[src/rtl/bcd_pkg.sv]
// ============================================================================
//  Module      : bcd_pkg
//  Description : Shared BCD digit type, digit limits and a digit-clamp helper.
//  Revision    : 1.0 - initial release
// ============================================================================
`timescale 1ns/1ps
`default_nettype none

package bcd_pkg;

    typedef logic [3:0] bcd_digit_t;

    localparam bcd_digit_t BCD_DIGIT_MAX = 4'd9;
    localparam bcd_digit_t BCD_DIGIT_MIN = 4'd0;

    // Non-decimal nibbles (A..F) are treated as 9.
    function automatic bcd_digit_t bcd_clamp(input bcd_digit_t d);
        return (d > BCD_DIGIT_MAX) ? BCD_DIGIT_MAX : d;
    endfunction

endpackage : bcd_pkg

`default_nettype wire

[src/rtl/bcd_digit_step.sv]
// ============================================================================
//  Module      : bcd_digit_step
//  Description : One BCD digit of an up/down ripple step (borrow or carry).
//  Revision    : 1.0 - initial release
// ============================================================================
`timescale 1ns/1ps
`default_nettype none

module bcd_digit_step
    import bcd_pkg::*;
(
    input  bcd_digit_t digit_i,
    input  logic       bin_i,
    input  logic       up_i,
    output bcd_digit_t digit_o,
    output logic       bout_o
);

    always_comb begin
        digit_o = digit_i;
        bout_o  = 1'b0;
        if (bin_i) begin
            if (up_i) begin
                if (digit_i >= BCD_DIGIT_MAX) begin
                    digit_o = BCD_DIGIT_MIN;
                    bout_o  = 1'b1;
                end else begin
                    digit_o = digit_i + 4'd1;
                end
            end else begin
                if (digit_i == BCD_DIGIT_MIN) begin
                    digit_o = BCD_DIGIT_MAX;
                    bout_o  = 1'b1;
                end else begin
                    digit_o = digit_i - 4'd1;
                end
            end
        end
    end

endmodule : bcd_digit_step

`default_nettype wire

[src/rtl/bcd_down_counter.sv]
// ============================================================================
//  Module      : bcd_down_counter
//  Description : Multi-digit BCD down counter with load, auto-reload, wrap and
//                expire pulse. Define BCD_UPDOWN_EN to add the up_dn port.
//  Revision    : 1.0 - initial release
// ============================================================================
`timescale 1ns/1ps
`default_nettype none

module bcd_down_counter
    import bcd_pkg::*;
#(
    parameter int DIGITS = 2,
    parameter int WRAP   = 0
)(
    input  logic                  clk,
    input  logic                  rst,
    input  logic                  load,
    input  logic [4*DIGITS-1:0]   load_val,
    input  logic                  tick,
    input  logic                  auto_rl,
`ifdef BCD_UPDOWN_EN
    input  logic                  up_dn,
`endif
    output logic [4*DIGITS-1:0]   count,
    output logic                  zero,
    output logic                  expire
);

    localparam int              W         = 4 * DIGITS;
    localparam logic [W-1:0]    ALL_NINES = {DIGITS{BCD_DIGIT_MAX}};

    logic [W-1:0]    count_q, count_d;
    logic [W-1:0]    reload_q, reload_d;
    logic            expire_q, expire_d;

    logic [W-1:0]    w_load_sat;
    logic [W-1:0]    w_step_val;
    logic [DIGITS:0] w_chain;
    logic            w_up;
    logic            w_zero;

`ifdef BCD_UPDOWN_EN
    assign w_up = up_dn;
`else
    assign w_up = 1'b0;
`endif

    // The least significant digit always steps; borrow/carry ripples upward.
    assign w_chain[0] = 1'b1;

    generate
        for (genvar i = 0; i < DIGITS; i++) begin : g_digit
            assign w_load_sat[4*i +: 4] = bcd_clamp(load_val[4*i +: 4]);

            bcd_digit_step u_step (
                .digit_i (count_q[4*i +: 4]),
                .bin_i   (w_chain[i]),
                .up_i    (w_up),
                .digit_o (w_step_val[4*i +: 4]),
                .bout_o  (w_chain[i+1])
            );
        end
    endgenerate

    assign w_zero = (count_q == '0);

    always_comb begin
        count_d  = count_q;
        reload_d = reload_q;
        expire_d = 1'b0;
        if (load) begin
            count_d  = w_load_sat;
            reload_d = w_load_sat;
        end else if (tick) begin
            if (w_up) begin
                // Carry out of the top digit means all-9s rolled over to 0.
                count_d  = w_step_val;
                expire_d = w_chain[DIGITS];
            end else if (!w_zero) begin
                count_d  = w_step_val;
                expire_d = (w_step_val == '0);
            end else if (auto_rl) begin
                count_d  = reload_q;
            end else if (WRAP != 0) begin
                count_d  = ALL_NINES;
            end
        end
    end

    always_ff @(posedge clk or posedge rst) begin
        if (rst) begin
            count_q  <= '0;
            reload_q <= '0;
            expire_q <= 1'b0;
        end else begin
            count_q  <= count_d;
            reload_q <= reload_d;
            expire_q <= expire_d;
        end
    end

    assign count  = count_q;
    assign zero   = w_zero;
    assign expire = expire_q;

endmodule : bcd_down_counter

`default_nettype wire
[config.mk]
export PLATFORM = sky130hd
export DESIGN_NAME = bcd_down_counter
export DESIGN_NICKNAME = d
export VERILOG_FILES = /design/src/rtl/bcd_pkg.sv /design/src/rtl/bcd_digit_step.sv /design/src/rtl/bcd_down_counter.sv
export SDC_FILE = /design/constraint.sdc
export NUM_CORES = 1
export LEC_CHECK = 0
export CAP_MARGIN = 5
export CELL_PAD_IN_SITES_DETAIL_PLACEMENT = 0
export CELL_PAD_IN_SITES_GLOBAL_PLACEMENT = 1
export CORE_UTILIZATION = 37
export CTS_CLUSTER_DIAMETER = 120
export DETAILED_ROUTE_END_ITERATION = 16
export PLACE_DENSITY = 0.73
export SYNTH_ARGS = -nofsm -noshare
export SYNTH_HDL_FRONTEND = slang
export SYNTH_HIERARCHICAL = 1
export SYNTH_SLANG_ARGS = --single-unit
[constraint.sdc]
create_clock -name clk -period 2.75 [get_ports clk]
set_clock_uncertainty 0.15 [all_clocks]
set_input_delay 0.55 -clock clk [delete_from_list [all_inputs] [get_ports clk]]
set_output_delay 0.55 -clock clk [all_outputs]
set_load 0.005 [all_outputs]
; After elaboration in Yosys (flattened, before gate mapping)
; Index checks and enable logic that the tools add are counted.
; Widths: inputs -> output; s select.
[totals]
regBits = 17
input_bits = 13
output_inout_bits = 10
wordCells = 27
[classes]
add_sub_neg = 2
order_cmp = 2
n_eq_ne = 1
n_mux = 13
n_reduce_logical = 6
[op_table]
columns = cell, count
row1 = $mux 8, 4
row2 = $mux 4, 5
row3 = $logic_not 8->1, 2
row4 = $gt 4x4->1 const B, 2
row5 = $logic_not 4->1, 2
row6 = $sub 4x1->4 const B, 2
row7 = $mux 1, 4
row8 = $ne 3x3->1 const B, 1
row9 = $reduce_and 2->1, 1
row10 = $reduce_bool 2->1, 1

; Longest topological paths before layout
[logic_depth]
ltp_word = 7
depth_mapped = 12

; Modules after synthesis
; The synthesis kept the hierarchy.
[modules_own_cells]
columns = module, n_inst, cells_per_inst, area_each_um2, seq_area_each_um2
row1 = bcd_down_counter, 1, 83, 915.9, 425.4
row2 = bcd_digit_step, 2, 38, 290.3, 0.0

; Worst setup path before layout
; Ideal clock, no wire load.
[synth_timing]
path_kind = reg-to-reg
startpoint = register count_q[0] (netlist: count[0])
endpoint = register expire_q (netlist: expire)
arrival_ns = 2.410
t_required_ns = 2.499
setup_slack_ns = 0.089
path_stages_with_launch = 11
n_path_buf = 1
period_less_slack_ns = 2.661
path_cell_list = dfrtp_1 > inv_1 > ha_1 > nor3b_1 > o21ai_0 > nor2_1 > buf_2 > o21ai_0 > a221o_1 > or4_1 > nor4_1
[synth_between]
elab_chain_len = 7
word_cells_on_any_way = 10
classes_between = add/sub: 1 / mux: 6 / reduce/logical: 3
[synth_lines]
columns = item, line
row1 = start: declaration, bcd_down_counter.sv:33  ; logic [W-1:0] count_q, count_d;
row2 = start signal: assignment, bcd_down_counter.sv:97  ; count_q <= count_d;
row3 = $logic_not 4->1, bcd_digit_step.sv:31  ; if (digit_i == BCD_DIGIT_MIN) begin
row4 = $mux 1, bcd_digit_step.sv:31
row5 = via w_chain[1], bcd_down_counter.sv:39  ; logic [DIGITS:0] w_chain;
row6 = $mux 4, bcd_digit_step.sv:22  ; if (bin_i) begin
row7 = via w_step_val[6], bcd_down_counter.sv:38  ; logic [W-1:0] w_step_val;
row8 = $logic_not 8->1, bcd_down_counter.sv:82  ; expire_d = (w_step_val == '0);
row9 = $mux 1, bcd_down_counter.sv:80  ; end else if (!w_zero) begin
row10 = $mux 1, bcd_down_counter.sv:75  ; end else if (tick) begin
row11 = $mux 1, bcd_down_counter.sv:72  ; if (load) begin
row12 = via expire_d, bcd_down_counter.sv:35  ; logic expire_q, expire_d;
row13 = end signal: assignment, bcd_down_counter.sv:99  ; expire_q <= expire_d;
row14 = end: declaration, bcd_down_counter.sv:35
; The timed path passes the listed nets, and every way through them passes these cells.
; A chain may end at the register's enable or synchronous reset.

; Worst setup path after layout
[layout_timing]
startpoint = register count_q[2] (netlist: count[2])
endpoint = output port zero
[layout_between]
elab_chain_len = 1
[layout_lines]
columns = item, line
row1 = $logic_not 8->1, bcd_down_counter.sv:66  ; assign w_zero = (count_q == '0);
row2 = end: declaration, bcd_down_counter.sv:26  ; output logic zero,
; No other way between the ends.

==> results_dict.tcl <==
set metrics [dict create \
    status "complete, no violations" \
    final_nets 221 \
    drt_pass1_iterations 4 \
    power_leakage_uw 0.000847 \
    path_clk_slew_ns 0.07 \
    tightest_slew_ns 0.656 \
    finalWirelength_um 3380 \
    fin_crit_ns 2.53 \
    grt_pass1_vias 1307 \
    die_h_um 65.4 \
    cts_tree "done" \
    ys_warn_count 6 \
    drtAntennaViolNets 0 \
    grt_pass1_wl_um 5880 \
    required_ns 2.05 \
    regToRegSetupSlack_ns 0.23 \
    setup_violations 0 \
    arrival_ns 1.83 \
    worst_setup_path_start_kind "register" \
    seqCellArea_um2 425 \
    htreeDepth 1 \
    grt.overflow.total 0 \
    final_area_um2 1900 \
    wl_per_cell_um 13.7 \
    final-max-slew-violation-count 0 \
    drt_iter0_drc 61 \
    ios 23 \
    avgSynthCellArea_um2 9.48 \
    portBuffers 22 \
    dieArea_um2 4280 \
    placed_cell_area_um2 1830 \
    gp_congestion 0.825 \
    maxCapViolCount 0 \
    cp_max_fo 11 \
    slew_headroom 0.562 \
    peakVddDrop_uv 312 \
    clockBufferDepth 2 \
    worstSetupEndpointType "primary output" \
    fin_crit_sh 0.920 \
    critPathKind "register to primary output" \
    grt_max_degree 18 \
    track_usage 0.178 \
    multi_input_area_um2 1010 \
    clk_latency_ns 0.26 \
    netlist_area_um2 1490 \
    vias 1275 \
    cts_sinks 17 \
    numCtsBuffers 3 \
    fill_cells 351 \
    drive_above_1_share 0.221 \
    n_antenna_cell 0 \
    rows 22 \
    core-area_um2 3770 \
    antenna_found_initial 0 \
    netlist_instances 157 \
    max_freq_ghz 0.395 \
    viasPerCell 5.16 \
    p_per_area_nw_per_um2 436 \
    drc_errors 0 \
    cts.hold.buffers_added 0 \
    dp_hpwl_um 2600 \
    area_delta_synth_final_pct 27.7 \
    cts_root_buf "clkbuf_8" \
    tns_ns 0 \
    die_w_um 65.4 \
    finalHoldViolCount 0 \
    min_path_type "register to register" \
    rsz0062_at_grt "no" \
    start_util 0.394 \
]
[cell usage in the layout (no fill, tap or decap), types with 8 or more instances in the layout]
| master | count |
|---|---|
| mux2i_1 | 13 |
| buf_4 | 13 |
| ha_1 | 8 |
| inv_1 | 11 |
| conb_1 | 14 |
| dfrtp_1 | 17 |
| nand3_1 | 8 |
| mux2_2 | 8 |
| clkdlybuf4s50_1 | 22 |
| o21ai_0 | 12 |
[final cells by class]
type                            instances  share of cell area
Tap cell                               48              0.0316
Multi-Input combinational cell        132               0.531
Clock inverter                          1             0.00264
Inverter                               11              0.0217
Timing Repair Buffer                   35               0.167
Sequential cell                        17               0.224
Clock buffer                            3              0.0217
[layer usage]
metal,track usage,vias to the layer above,wire length (um)
met2,0.312,16,1630
met3,0.0208,3,56
met5,0,-,0
met1,0.224,607,1660
li1,-,649,-
met4,0.0571,0,34
[state kept, by name, indices dropped and copies added (netlist names)]
register and cells:
reload_q 8, count 8, expire 1
[power by group]
group / switching [uW] / internal (uW)
Combinational: 149 / 178
Clock: 89.8 / 101
Sequential: 34.3 / 276
[through the flow]
stage | util | setup slack [ns] | power, uW | hold WS [ns] | std cells
6_report | 0.504 | 0.220 | 828 | 0.332 | 247
5_1_grt | 0.504 | 0.0235 | 886 | 0.376 | 247
4_1_cts | 0.497 | 0.0238 | 824 | 0.333 | 245
3_5_place_dp | 0.485 | 0.0524 | 634 | 0.317 | 241
3_3_place_gp | 0.485 | 0.148 | 627 | 0.309 | 241
2_1_floorplan | - | 0.0977 | 525 | 0.293 | 169
[worst paths after layout]
path                             startpoint     endpoint  depth (start not counted)
worst max-delay path               count[2]         zero                          5
worst min-delay path            reload_q[4]  reload_q[4]                          1
worst max register to register     count[0]       expire                          9
worst min register to register  reload_q[4]  reload_q[4]                          1
max in group asynchronous               rst     count[4]                          2
min in group asynchronous               rst  reload_q[1]                          2
[timing repair]
item,4_1_cts,5_1_grt
setup buffers,0,2
resized for setup,0,3
endpoints found under the setup margin,0,4
endpoints found under the hold margin,0,0
[worst max-delay path: stages (launching register included)]
cell and delay, ns:
dfrtp_1 0.39, buf_4 0.18, nor4_2 0.30, nand2_2 0.09, inv_1 0.10, clkdlybuf4s50_1 0.50
Note: power is estimated with default switching activity, not from simulation.
